[config.mk]
export PLATFORM = sky130hd
export DESIGN_NAME = arb_mux
export DESIGN_NICKNAME = d
export VERILOG_FILES = /design/src/rtl/arb_mux.sv
export SDC_FILE = /design/constraint.sdc
export NUM_CORES = 1
export LEC_CHECK = 0
export BUFFER_PORTS_ARGS = -buffer_cell sky130_fd_sc_hd__buf_4
export CAP_MARGIN = 0
export CELL_PAD_IN_SITES_DETAIL_PLACEMENT = 1
export CELL_PAD_IN_SITES_GLOBAL_PLACEMENT = 1
export CORE_MARGIN = 1
export CORE_UTILIZATION = 36
export CTS_BUF_LIST = sky130_fd_sc_hd__clkbuf_4 sky130_fd_sc_hd__clkbuf_8
export DETAILED_ROUTE_END_ITERATION = 16
export PLACE_DENSITY = 0.83
export SETUP_SLACK_MARGIN = 0.05
export SLEW_MARGIN = 0
export SYNTH_ARGS = -nofsm -noshare
export SYNTH_HDL_FRONTEND = slang
export SYNTH_SLANG_ARGS = --single-unit
[constraint.sdc]
create_clock -name clock -period 3.8 [get_ports clock]
set_clock_uncertainty 0.2 [all_clocks]
set_input_delay 0.38 -clock clock [delete_from_list [all_inputs] [get_ports clock]]
set_output_delay 0.38 -clock clock [all_outputs]
set_load 0.01 [all_outputs]
[src/rtl/arb_mux.sv]
// Registered N-channel valid/ready multiplexer. The source channel comes from an
// external select or from round-robin arbitration. A counter tracks accepted beats.
module arb_mux #(
    parameter int  N     = 4,
    parameter int  WIDTH = 8,
    parameter int  MODE  = 0,
    parameter int  CNT_W = 16,
    localparam int SEL_W = $clog2(N)
) (
    input  logic               clock,
    input  logic               rst,
    input  logic [N-1:0]       in_valid,
    output logic [N-1:0]       in_ready,
    input  logic [N*WIDTH-1:0] in_data,
    input  logic [SEL_W-1:0]   sel,
    output logic               out_valid,
    input  logic               out_ready,
    output logic [WIDTH-1:0]   out_data,
    output logic [SEL_W-1:0]   out_ch,
    output logic [CNT_W-1:0]   beat_cnt
);

    function automatic logic [SEL_W-1:0] wrap_inc(input logic [SEL_W-1:0] ch);
        if (int'(ch) == N - 1)
            return '0;
        return ch + 1'b1;
    endfunction

    logic             vld_p1;
    logic [WIDTH-1:0] data_p1;
    logic [SEL_W-1:0] ch_p1;
    logic [CNT_W-1:0] cnt_p1;
    logic [SEL_W-1:0] ptr_p1;

    logic             load;
    logic             grant;
    logic             xfer;
    logic [SEL_W-1:0] gnt_ch;

    // Stage 0: grant selection from the live request vector
    always_comb begin
        int cand;
        grant  = 1'b0;
        gnt_ch = '0;
        cand   = 0;
        if (MODE == 0) begin
            if (int'(sel) < N) begin
                grant  = in_valid[sel];
                gnt_ch = sel;
            end
        end else begin
            // Descending scan so the candidate closest to ptr is the last one written.
            for (int k = N - 1; k >= 0; k--) begin
                cand = int'(ptr_p1) + k;
                if (cand >= N)
                    cand = cand - N;
                if (in_valid[cand]) begin
                    grant  = 1'b1;
                    gnt_ch = SEL_W'(cand);
                end
            end
        end
    end

    assign load = ~vld_p1 | out_ready;
    assign xfer = load & grant & ~rst;

    always_comb begin
        in_ready = '0;
        if (xfer)
            in_ready[gnt_ch] = 1'b1;
    end

    // Stage 1: output register, beat counter and arbitration pointer
    always_ff @(posedge clock) begin
        if (rst) begin
            vld_p1  <= 1'b0;
            data_p1 <= '0;
            ch_p1   <= '0;
            cnt_p1  <= '0;
            ptr_p1  <= '0;
        end else if (load) begin
            if (xfer) begin
                vld_p1  <= 1'b1;
                data_p1 <= in_data[int'(gnt_ch)*WIDTH +: WIDTH];
                ch_p1   <= gnt_ch;
                cnt_p1  <= cnt_p1 + 1'b1;
                if (MODE == 1)
                    ptr_p1 <= wrap_inc(gnt_ch);
            end else begin
                vld_p1 <= 1'b0;
            end
        end
    end

    assign out_valid = vld_p1;
    assign out_data  = data_p1;
    assign out_ch    = ch_p1;
    assign beat_cnt  = cnt_p1;

endmodule

==> metrics.md, run 1 <==
| Metric | Value |
|---|---|
| Layout cells sized above 1 | `41.2%` |
| 1st-pass router iterations | `4` |
| Final Slew Violations | `0` |
| Vias in the first global route | `1546` |
| Synth-to-layout area growth | `40.3%` |
| Dominant synthesized flop cell | `dfxtp_1` |
| Comb pwr share | `20.8%` |
| Bufs on Longest Clock Path | `2` |
| WHS | `0.243 ns` |
| Post-cts resize count | `0` |
| Synth cell types | `35` |
| # diodes | `0` |
| Min-delay worst type | `in -> reg` |
| Synth Register Bits | `27` |
| Synth async-reset ratio | `0%` |
| Worst EP required | `3.22 ns` |
| Seq/Total Area, Yosys | `37.4%` |
| RSZ-0062 raised after global routing | `no` |
| Routability cong. | `0.776` |
| WL per Instance | `16.0 um` |
| Hold_buf cts | `0` |
| Synth Area per Inst | `9.50 um2` |
| Status | `complete, no violations` |
| First-pass GRT wire length | `7170 um` |
| Critical path type | `in -> out` |
| Net Count, Synth | `194` |
| Least-Margin Pin Slew | `0.468 ns` |
| Tot GR Track Use | `21.8%` |
| Std-Cell Rows | `22` |
| Relative slew slack | `68.8%` |
| WP data arrival | `1.76 ns` |
| Initial Util | `38.6%` |
| Flop pwr share | `50.8%` |
| Post-Syn Area | `1440 um2` |
| Core area | `3740 um2` |
| Top Ports | `72` |
| Final min period | `2.34 ns` |
| Final hold viol count | `0` |
| Period utilization | `61.5%` |
| Congestion Overflow GR | `0` |
| Peak supply drop | `0.129 mV` |
| EDFF count, synth | `0` |
| DP Worst Slack | `1.40 ns` |
| Commonest non-fill, non-tap cell in the layout | `buf_4` |
| Psw | `159 uW` |
| Final setup margin | `1.46 ns` |
| Yosys warning total | `0` |
| Clk Latency, worst-skew pair | `0.27 ns` |
| Placed instance area | `1980 um2` |
| Setup TNS | `0 ns` |
| Gate Count Post-Synth | `152` |
| Drt first-iter violations | `32` |
| DRC | `0` |
| Die Span Y | `65.3 um` |
| Routed Antenna Nets | `0` |
| Switching share of power | `26.3%` |
| # setup viols final | `0` |
| Clk pwr share | `28.4%` |
| Max cap viols | `0` |
| Hpwl dp | `3220 um` |
| Clock-pin slew on the worst setup and hold paths | `0.09 ns` |
| Commonest cells after routing, fill and taps aside | `buf_4 (71), nand2_1 (27), dfxtp_1 (27)` |
| CTS tree | `done` |
| FILL cells | `462` |
| Final nets | `259` |
| Int Pwr | `445 uW` |
| Antenna violations before repair | `0` |
| Full die area | `4270 um2` |
| CP Launch Type | `input pin` |
| Vias | `1451` |
| IO buf count | `71` |
| # clock sinks | `27` |
| Root buf cell | `clkbuf_8` |
| Die W | `65.3 um` |
| Post-CTS Setup Repair Bufs | `0` |
| CTS H-tree lvls | `1` |
| Routed wire length | `4220 um` |
| Max Fclk | `428 MHz` |
| Pleak | `0.851 nW` |
| Vias/cell | `5.50` |
| CP max FO | `33` |
| Largest net degree at the start of global routing | `34` |
| Final Instance Area | `2030 um2` |
| TritonCTS Buffers | `3` |
| Worst Setup End Kind | `output port` |
| PD cells | `299 nW/um2` |
## worst paths after layout
check / from / endpoint / slack, ns / cells past startpoint
min reg2reg: out_ch[1]$_SDFFE_PP0P_ / out_ch[1]$_SDFFE_PP0P_ / 0.26 / 2
max: sel[0] / in_ready[2] / 1.46 / 5
max reg2reg: beat_cnt[3]$_SDFFE_PP0P_ / beat_cnt[15]$_SDFFE_PP0P_ / 1.73 / 4
min: sel[1] / out_ch[1]$_SDFFE_PP0P_ / 0.24 / 3
## critical path, cell delays in order
cell and delay, ns:
buf_4 0.20, mux4_2 0.59, nand3_4 0.33, nor3_1 0.09, buf_4 0.16
## power by group through the flow
stage / logic [mW] / registers (mW) / clock network [mW]
after floorplan: 0.0614 / 0.316 / 0
after global placement: 0.122 / 0.313 / 0
after detailed placement: 0.127 / 0.313 / 0
after CTS: 0.127 / 0.307 / 0.177
after global routing: 0.138 / 0.308 / 0.194
final: 0.126 / 0.307 / 0.172
## cell usage after synthesis, types with 2 or more instances
cell type / instances / area, um2
a21oi_1: 13 / 65.1
buf_2: 3 / 15.0
buf_6: 2 / 22.5
clkbuf_1: 6 / 22.5
dfxtp_1: 27 / 541
inv_1: 2 / 7.51
mux2_1: 4 / 45.0
mux4_2: 8 / 180
nand2_1: 27 / 101
nand3_1: 5 / 25.0
nand4_1: 6 / 37.5
nor2_1: 6 / 22.5
nor2b_1: 3 / 18.8
nor3_1: 2 / 10.0
nor4_1: 2 / 12.5
nor4_2: 2 / 25.0
o211ai_1: 2 / 15.0
o21ai_1: 3 / 15.0
o311ai_1: 3 / 26.3
o31ai_1: 6 / 45.0
o41ai_1: 3 / 26.3
or4_1: 4 / 30.0
## flip-flops by register name, indices dropped and copies added (netlist names)
name and cells:
out_valid 1, beat_cnt 16, out_ch 2, out_data 8
## logic make-up (layout without fill, tap and decap cells)
group / after synthesis / after routing / share of synthesized area, %
AOI/OAI and AO/OA: 32 / 32 / 14.5
xor gates and xnor gates: 1 / 1 / 0.607
adders and majority gates: 1 / 1 / 0.866
buffers and inverters: 14 / 78 / 4.94
DFF: 27 / 27 / 37.4
muxes: 14 / 14 / 18.1
and+or+nand+nor: 63 / 63 / 23.6
## stage by stage
step,power (mW),instances,utilization [%]
4_1_cts,0.611,264,54.1
3_5_place_dp,0.440,260,52.8
2_1_floorplan,0.377,152,-
5_1_grt,0.640,264,54.1
3_3_place_gp,0.434,260,52.8
6_report,0.605,264,54.1
## area by class of cell
class	count	area [um2]	area share, %
timing repair buffer	71	533	26.3
multi-input combinational	111	832	41.1
inverter	3	11.3	0.556
clock buffer	4	48.8	2.41
sequential	27	541	26.7
tap	48	60.1	2.96
## layer usage
layer / global-route usage, % / vias up / routed length, um
met5: 0 / - / 0
met4: 6.25 / 0 / 34
met3: 4.86 / 4 / 241
met2: 42.3 / 46 / 2280
met1: 22.9 / 699 / 1670
li1: - / 702 / -
Note: power is estimated with default switching activity, not from simulation.
==> inputs of run 2 (changes only) <==
--- a/config.mk
+++ b/config.mk
@@ -10,10 +10,10 @@
 export CELL_PAD_IN_SITES_DETAIL_PLACEMENT = 1
 export CELL_PAD_IN_SITES_GLOBAL_PLACEMENT = 1
 export CORE_MARGIN = 1
-export CORE_UTILIZATION = 36
+export CORE_UTILIZATION = 34
 export CTS_BUF_LIST = sky130_fd_sc_hd__clkbuf_4 sky130_fd_sc_hd__clkbuf_8
 export DETAILED_ROUTE_END_ITERATION = 16
-export PLACE_DENSITY = 0.83
+export PLACE_DENSITY = 0.79
 export SETUP_SLACK_MARGIN = 0.05
 export SLEW_MARGIN = 0
 export SYNTH_ARGS = -nofsm -noshare
==> constraint.sdc (replaced) <==
create_clock -name clock -period 2.35 [get_ports clock]
set_clock_uncertainty 0.2 [all_clocks]
set_input_delay 0.235 -clock clock [delete_from_list [all_inputs] [get_ports clock]]
set_output_delay 0.235 -clock clock [all_outputs]
set_load 0.01 [all_outputs]
==> run 2 against run 1 <==
  * Clock-buffer cell count unchanged
  * Die area increased by 5.7%
  * Clock power increased by 70%
  * Critical path depth decreased by 1
  * Register-to-register slack got worse by 1.5 ns
  * Hold slack got worse by 0.15 ns
  * Setup slack got worse by 1.2 ns
  * Utilization decreased by 3.4 points
  * Non-clock buffer count increased by 2
  * Final cell count increased by 1.5%
  * Largest cell class unchanged
==> metrics.md, run 2 (synthesized netlist as in run 1, its figures left out) <==
| Metric | Value |
|---|---|
| Setup TNS | `0 ns (unchanged)` |
| Congestion Overflow GR | `0 (unchanged)` |
| Vias | `1475 (was 1451)` |
| CP Launch Type | `flop (was input pin)` |
| Max Fclk | `477 MHz` |
| Status | `complete, no violations (unchanged)` |
| WP data arrival | `2.07 ns (was 1.76 ns)` |
| Final Instance Area | `2040 um2 (was 2030 um2)` |
| WL per Instance | `15.8 um (was 16.0 um)` |
| Hpwl dp | `3210 um (was 3220 um)` |
| Critical path type | `reg -> reg (was in -> out)` |
| Layout cells sized above 1 | `41.7% (was 41.2%)` |
| CP startpoint | `beat_cnt[3]$_SDFFE_PP0P_ (was sel[0])` |
| Commonest non-fill, non-tap cell in the layout | `buf_4 (unchanged)` |
| Root buf cell | `clkbuf_8 (unchanged)` |
| Top Ports | `72 (unchanged)` |
| Terminus of the critical flop-to-flop path | `beat_cnt[14]$_SDFFE_PP0P_ (was beat_cnt[15]$_SDFFE_PP0P_)` |
| Worst Reg-to-Reg Cells | `4 (unchanged)` |
| Placed instance area | `1990 um2 (was 1980 um2)` |
| Relative slew slack | `67.4% (was 68.8%)` |
| Worst EP required | `2.33 ns (was 3.22 ns)` |
| Drt first-iter violations | `63 (was 32)` |
| Initial Util | `35.8% (was 38.6%)` |
| Die Span Y | `67.2 um (was 65.3 um)` |
| Pleak | `0.860 nW (was 0.851 nW)` |
| IO buf count | `71 (unchanged)` |
| Final min period | `2.10 ns` |
| Commonest cells after routing, fill and taps aside | `buf_4 (73), nand2_1 (27), dfxtp_1 (27) (was buf_4 (71), nand2_1 (27), dfxtp_1 (27))` |
| Synth-to-layout area growth | `41.5% (was 40.3%)` |
| Die W | `67.2 um (was 65.3 um)` |
| Max cap viols | `0 (unchanged)` |
| RSZ-0062 raised after global routing | `no (unchanged)` |
| CP max FO | `9 (was 33)` |
| Routed Antenna Nets | `0 (unchanged)` |
| Vias/cell | `5.50 (about the same)` |
| Largest net degree at the start of global routing | `29 (was 34)` |
| # clock sinks | `27 (unchanged)` |
| Bufs on Longest Clock Path | `2 (unchanged)` |
| Post-cts resize count | `0 (unchanged)` |
| Routed wire length | `4220 um (about the same)` |
| Largest register FFs | `16 (unchanged)` |
| Clock-pin slew on the worst setup and hold paths | `0.10 ns (was 0.09 ns)` |
| Vias in the first global route | `1497 (was 1546)` |
| # setup viols final | `0 (unchanged)` |
| Core area | `4030 um2 (was 3740 um2)` |
| First-pass GRT wire length | `6690 um (was 7170 um)` |
| Reg-to-Reg Start | `beat_cnt[3]$_SDFFE_PP0P_ (unchanged)` |
| Routability cong. | `0.700 (was 0.776)` |
| Total power | `994 uW (was 605 uW)` |
| R2R Setup Slk | `0.25 ns (was 1.73 ns)` |
| Full die area | `4510 um2 (was 4270 um2)` |
| Peak supply drop | `0.244 mV (was 0.129 mV)` |
| Hold_buf cts | `0 (unchanged)` |
| Post-CTS Setup Repair Bufs | `0 (unchanged)` |
| Worst setup path endpoint | `beat_cnt[14]$_SDFFE_PP0P_ (was in_ready[2])` |
| Least-Margin Pin Slew | `0.489 ns (was 0.468 ns)` |
| Worst Setup End Kind | `flop (was output port)` |
| Min-delay worst type | `in -> reg (unchanged)` |
| PD cells | `487 nW/um2 (was 299 nW/um2)` |
| Final nets | `261 (was 259)` |
| Period utilization | `89.2%` |
| 1st-pass router iterations | `4 (unchanged)` |
| DRC | `0 (unchanged)` |
| CTS tree | `done (unchanged)` |
| Final Util | `50.7% (was 54.1%)` |
| Std-Cell Rows | `23 (was 22)` |
| Clk Latency, worst-skew pair | `0.28 ns (was 0.27 ns)` |
| CTS H-tree lvls | `1 (unchanged)` |
| TritonCTS Buffers | `3 (unchanged)` |
| Antenna violations before repair | `0 (unchanged)` |
| Final hold viol count | `0 (unchanged)` |
| Final Slew Violations | `0 (unchanged)` |
| WHS | `0.0910 ns (was 0.243 ns)` |
| Tot GR Track Use | `20.1% (was 21.8%)` |
| # diodes | `0 (unchanged)` |
-- run 2: cell type report --
cell class                      count  area, um2
Timing Repair Buffer               73        548
Fill cell                         495       1990
Multi-Input combinational cell    111        832
Inverter                            3       11.3
Tap cell                           50       62.6
Clock buffer                        4       48.8
Sequential cell                    27        541
-- run 2: power breakdown --
group | total [mW] | internal, mW | switching (mW) | leakage, nW
combinational | 0.205 | 0.113 | 0.0923 | 0.615
clock | 0.293 | 0.134 | 0.159 | 0.0262
sequential | 0.497 | 0.477 | 0.0196 | 0.219
total | 0.994 | 0.723 | 0.271 | 0.860
-- run 2: worst min path at each step --
stage / start / endpoint / slack (ns) / depth (start not counted)
after floorplan: rst / beat_cnt[13]$_SDFFE_PP0P_ / 0.25 / 2
after global placement: out_ch[1]$_SDFFE_PP0P_ / out_ch[1]$_SDFFE_PP0P_ / 0.24 / 2
after detailed placement: out_data[7]$_SDFFE_PP0P_ / out_data[7]$_SDFFE_PP0P_ / 0.25 / 2
after CTS: rst / out_data[2]$_SDFFE_PP0P_ / 0.09 / 2
after global routing: sel[1] / out_ch[1]$_SDFFE_PP0P_ / 0.11 / 3
final: rst / out_data[2]$_SDFFE_PP0P_ / 0.09 / 2
-- run 2: stage by stage --
step / instances / setup slack [ns]
after CTS: 268 / 0.274
after global routing: 268 / 0.169
after global placement: 264 / 0.215
final: 268 / 0.254
after detailed placement: 264 / 0.113
after floorplan: 152 / 0.447
-- run 2: layer usage --
metal | track usage (%) | routed length (um)
met1 | 22.1 | 1730
met2 | 35.8 | 2110
met3 | 5.24 | 299
met4 | 9.57 | 91
met5 | 0 | 0
-- run 2: critical path: stages (launching register included) --
cell and delay (ns):
dfxtp_1 0.48, and4_1 0.30, nand4_2 0.28, nor4_2 0.38
mux2_1 0.35
==> inputs of run 3 (changes only) <==
--- a/config.mk
+++ b/config.mk
@@ -5,15 +5,15 @@
 export SDC_FILE = /design/constraint.sdc
 export NUM_CORES = 1
 export LEC_CHECK = 0
-export BUFFER_PORTS_ARGS = -buffer_cell sky130_fd_sc_hd__buf_4
 export CAP_MARGIN = 0
 export CELL_PAD_IN_SITES_DETAIL_PLACEMENT = 1
 export CELL_PAD_IN_SITES_GLOBAL_PLACEMENT = 1
 export CORE_MARGIN = 1
-export CORE_UTILIZATION = 34
+export CORE_UTILIZATION = 47
 export CTS_BUF_LIST = sky130_fd_sc_hd__clkbuf_4 sky130_fd_sc_hd__clkbuf_8
 export DETAILED_ROUTE_END_ITERATION = 16
-export PLACE_DENSITY = 0.79
+export DONT_BUFFER_PORTS = 1
+export PLACE_DENSITY = 0.78
 export SETUP_SLACK_MARGIN = 0.05
 export SLEW_MARGIN = 0
 export SYNTH_ARGS = -nofsm -noshare
==> run 3 against run 2 <==
  * The run now ends with DRC left
  * Sequential share of layout area grew 4.6 points
  * Setup slack lost 0.081 ns
  * Sequential power grew 1%
  * Highest routed layer unchanged
==> metrics.md, run 3 (synthesized netlist as in run 1, its figures left out) <==
| Metric | Value |
|---|---|
| Initial Util | `51.0% (was 35.8%)` |
| Final Instance Area | `1740 um2 (was 2040 um2)` |
| Hold depth | `3 (was 2)` |
| Die W | `57.4 um (was 67.2 um)` |
| # setup viols final | `0 (unchanged)` |
| Worst EP required | `2.42 ns (was 2.33 ns)` |
| Final min period | `2.18 ns (was 2.10 ns)` |
| Layout cells sized above 1 | `13.1% (was 41.7%)` |
| Setup TNS | `0 ns (unchanged)` |
| Peak supply drop | `0.272 mV (was 0.244 mV)` |
| CTS tree | `done (unchanged)` |
| CTS H-tree lvls | `1 (unchanged)` |
| Pleak | `0.647 nW (was 0.860 nW)` |
| Congestion Overflow GR | `0 (unchanged)` |
| Worst Setup End Kind | `flop (unchanged)` |
| Std-Cell Rows | `19 (was 23)` |
| Slowest stage cell on the critical path | `dlygate4sd3_1 (was dfxtp_1)` |
| Switching share of power | `27.2% (was 27.3%)` |
| Routed Antenna Nets | `0 (unchanged)` |
| Bufs on Longest Clock Path | `2 (unchanged)` |
| TritonCTS Buffers | `3 (unchanged)` |
| Max cap viols | `0 (unchanged)` |
| Vias/cell | `6.37 (was 5.50)` |
| Root buf cell | `clkbuf_4 (was clkbuf_8)` |
| # diodes | `0 (unchanged)` |
| Routability cong. | `0.719 (was 0.700)` |
| Commonest cells after routing, fill and taps aside | `nand2_1 (27), dfxtp_1 (27), dlygate4sd3_1 (26) (was buf_4 (73), nand2_1 (27), dfxtp_1 (27))` |
| Min-delay worst type | `in -> reg (unchanged)` |
| Comb pwr share | `17.4% (was 20.6%)` |
| Relative slew slack | `72.7% (was 67.4%)` |
| Vias | `1312 (was 1475)` |
| Int Pwr | `623 uW (was 723 uW)` |
| WP data arrival | `2.25 ns (was 2.07 ns)` |
| Worst path cell trace | `nand2b_1 -> nand3_4 -> nand2_1 -> a21oi_1 -> dlygate4sd3_1 (was and4_1 -> nand4_2 -> nor4_2 -> mux2_1)` |
| Max Fclk | `459 MHz (was 477 MHz)` |
| R2R Setup Slk | `0.17 ns (was 0.25 ns)` |
| WL per Instance | `19.1 um (was 15.8 um)` |
| Final Slew Violations | `0 (unchanged)` |
| Post-CTS Setup Repair Bufs | `0 (unchanged)` |
| Routed wire length | `3930 um (was 4220 um)` |
| 1st-pass router iterations | `10 (was 4)` |
| Placed instance area | `1450 um2 (was 1990 um2)` |
| Final Util | `61.6% (was 50.7%)` |
| RSZ-0062 raised after global routing | `no (unchanged)` |
| Tot GR Track Use | `25.0% (was 20.1%)` |
| Clock-pin slew on the worst setup and hold paths | `0.15 ns (was 0.10 ns)` |
| Largest net degree at the start of global routing | `34 (was 29)` |
| Final hold viol count | `0 (unchanged)` |
| Terminus of the critical flop-to-flop path | `out_data[7]$_SDFFE_PP0P_ (was beat_cnt[14]$_SDFFE_PP0P_)` |
| FILL cells | `312 (was 495)` |
| Peak per-stage delay on the critical path | `0.61 ns (was 0.48 ns)` |
| First-pass GRT wire length | `6270 um (was 6690 um)` |
| PD cells | `491 nW/um2 (was 487 nW/um2)` |
| Die Span Y | `57.4 um (was 67.2 um)` |
| DRC | `2 (was 0)` |
| Least-Margin Pin Slew | `0.408 ns (was 0.489 ns)` |
| Hold EP | `beat_cnt[3]$_SDFFE_PP0P_ (was out_data[2]$_SDFFE_PP0P_)` |
| Clk pwr share | `23.8% (was 29.5%)` |
| Largest register FFs | `16 (unchanged)` |
| # clock sinks | `27 (unchanged)` |
| CP Launch Type | `flop (unchanged)` |
| Vias in the first global route | `1374 (was 1497)` |
| Reg-to-Reg Start | `out_valid$_SDFFE_PP0P_ (was beat_cnt[3]$_SDFFE_PP0P_)` |
| Period utilization | `92.6% (was 89.2%)` |
| Critical path type | `reg -> reg (unchanged)` |
| Synth-to-layout area growth | `20.6% (was 41.5%)` |
| IO buf count | `0 (was 71)` |
| Hpwl dp | `2500 um (was 3210 um)` |
| Status | `finished, violations left (was complete, no violations)` |
| Top Ports | `72 (unchanged)` |
| Worst Reg-to-Reg Cells | `5 (was 4)` |
| Antenna violations before repair | `0 (unchanged)` |
| Failing checks | `DRC` |
| Core area | `2830 um2 (was 4030 um2)` |
| Psw | `233 uW (was 271 uW)` |
| Flop pwr share | `58.8% (was 49.9%)` |
| Final nets | `218 (was 261)` |
| WHS | `0.227 ns (was 0.0910 ns)` |
| Clk Latency, worst-skew pair | `0.32 ns (was 0.28 ns)` |
| Full die area | `3300 um2 (was 4510 um2)` |
| Critical hold path startpoint | `rst (unchanged)` |
| Drt first-iter violations | `56 (was 63)` |
| CP max FO | `33 (was 9)` |
[run 3: cell types whose count changed in the layout (fill, tap and decap cells not counted), sizes merged]
cell and change:
buf -69, dlygate4sd3 +26, clkinv +1, clkbuf -1
[run 3: final cells by class]
cell class | instances | area, um2 | share of cell area, %
multi-input cells | 111 | 833 | 47.8
flip-flops and latches | 27 | 541 | 31.0
repair buffers | 30 | 290 | 16.7
well taps | 31 | 38.8 | 2.23
clock buffers | 3 | 22.5 | 1.29
inverters | 3 | 11.3 | 0.647
clock inverters | 1 | 5.00 | 0.287
[run 3: timing repair]
item / CTS / global route
hold buffers: 26 / 0
gates resized for setup: 0 / 1
hold endpoints to repair: 23 / 0
setup endpoints to repair: 0 / 5
[run 3: worst max path at each step]
stage	cells after the start	start	to	slack, ns
2_1_floorplan	4	beat_cnt[3]$_SDFFE_PP0P_	beat_cnt[15]$_SDFFE_PP0P_	0.45
3_3_place_gp	4	beat_cnt[5]$_SDFFE_PP0P_	beat_cnt[15]$_SDFFE_PP0P_	0.36
3_5_place_dp	4	beat_cnt[5]$_SDFFE_PP0P_	beat_cnt[15]$_SDFFE_PP0P_	0.32
4_1_cts	5	out_valid$_SDFFE_PP0P_	out_data[1]$_SDFFE_PP0P_	0.20
5_1_grt	5	out_valid$_SDFFE_PP0P_	out_data[7]$_SDFFE_PP0P_	0.11
6_report	5	out_valid$_SDFFE_PP0P_	out_data[7]$_SDFFE_PP0P_	0.17
[run 3: worst max-delay path, delay by kind of cell (launching register included)]
kind,cells,cell delay [ns]
compound gates,1,0.20
buf+inv,1,0.61
flops,1,0.43
simple gates,3,0.67
[run 3: stage by stage]
stage	worst slack, ns	instances	power [mW]
6_report	0.173	206	0.855
5_1_grt	0.106	206	0.898
4_1_cts	0.202	206	0.856
3_5_place_dp	0.324	176	0.619
3_3_place_gp	0.364	176	0.612
2_1_floorplan	0.447	152	0.610
[run 3: power groups by stage]
stage | Sequential (mW) | Combinational, mW | Clock [mW]
floorplan | 0.511 | 0.0993 | 0
global placement | 0.511 | 0.100 | 0
detailed placement | 0.512 | 0.106 | 0
CTS | 0.502 | 0.144 | 0.210
global route | 0.505 | 0.162 | 0.231
finish | 0.503 | 0.149 | 0.204
[run 3: routing by layer]
metal / vias up / wire (um) / track usage, % / share of wire, %
li1: 624 / - / - / -
met1: 619 / 1570 / 29.5 / 40
met2: 61 / 2050 / 46.2 / 52
met3: 8 / 246 / 3.40 / 6.3
met4: 0 / 62 / 8.36 / 1.6
met5: - / 0 / 0 / 0
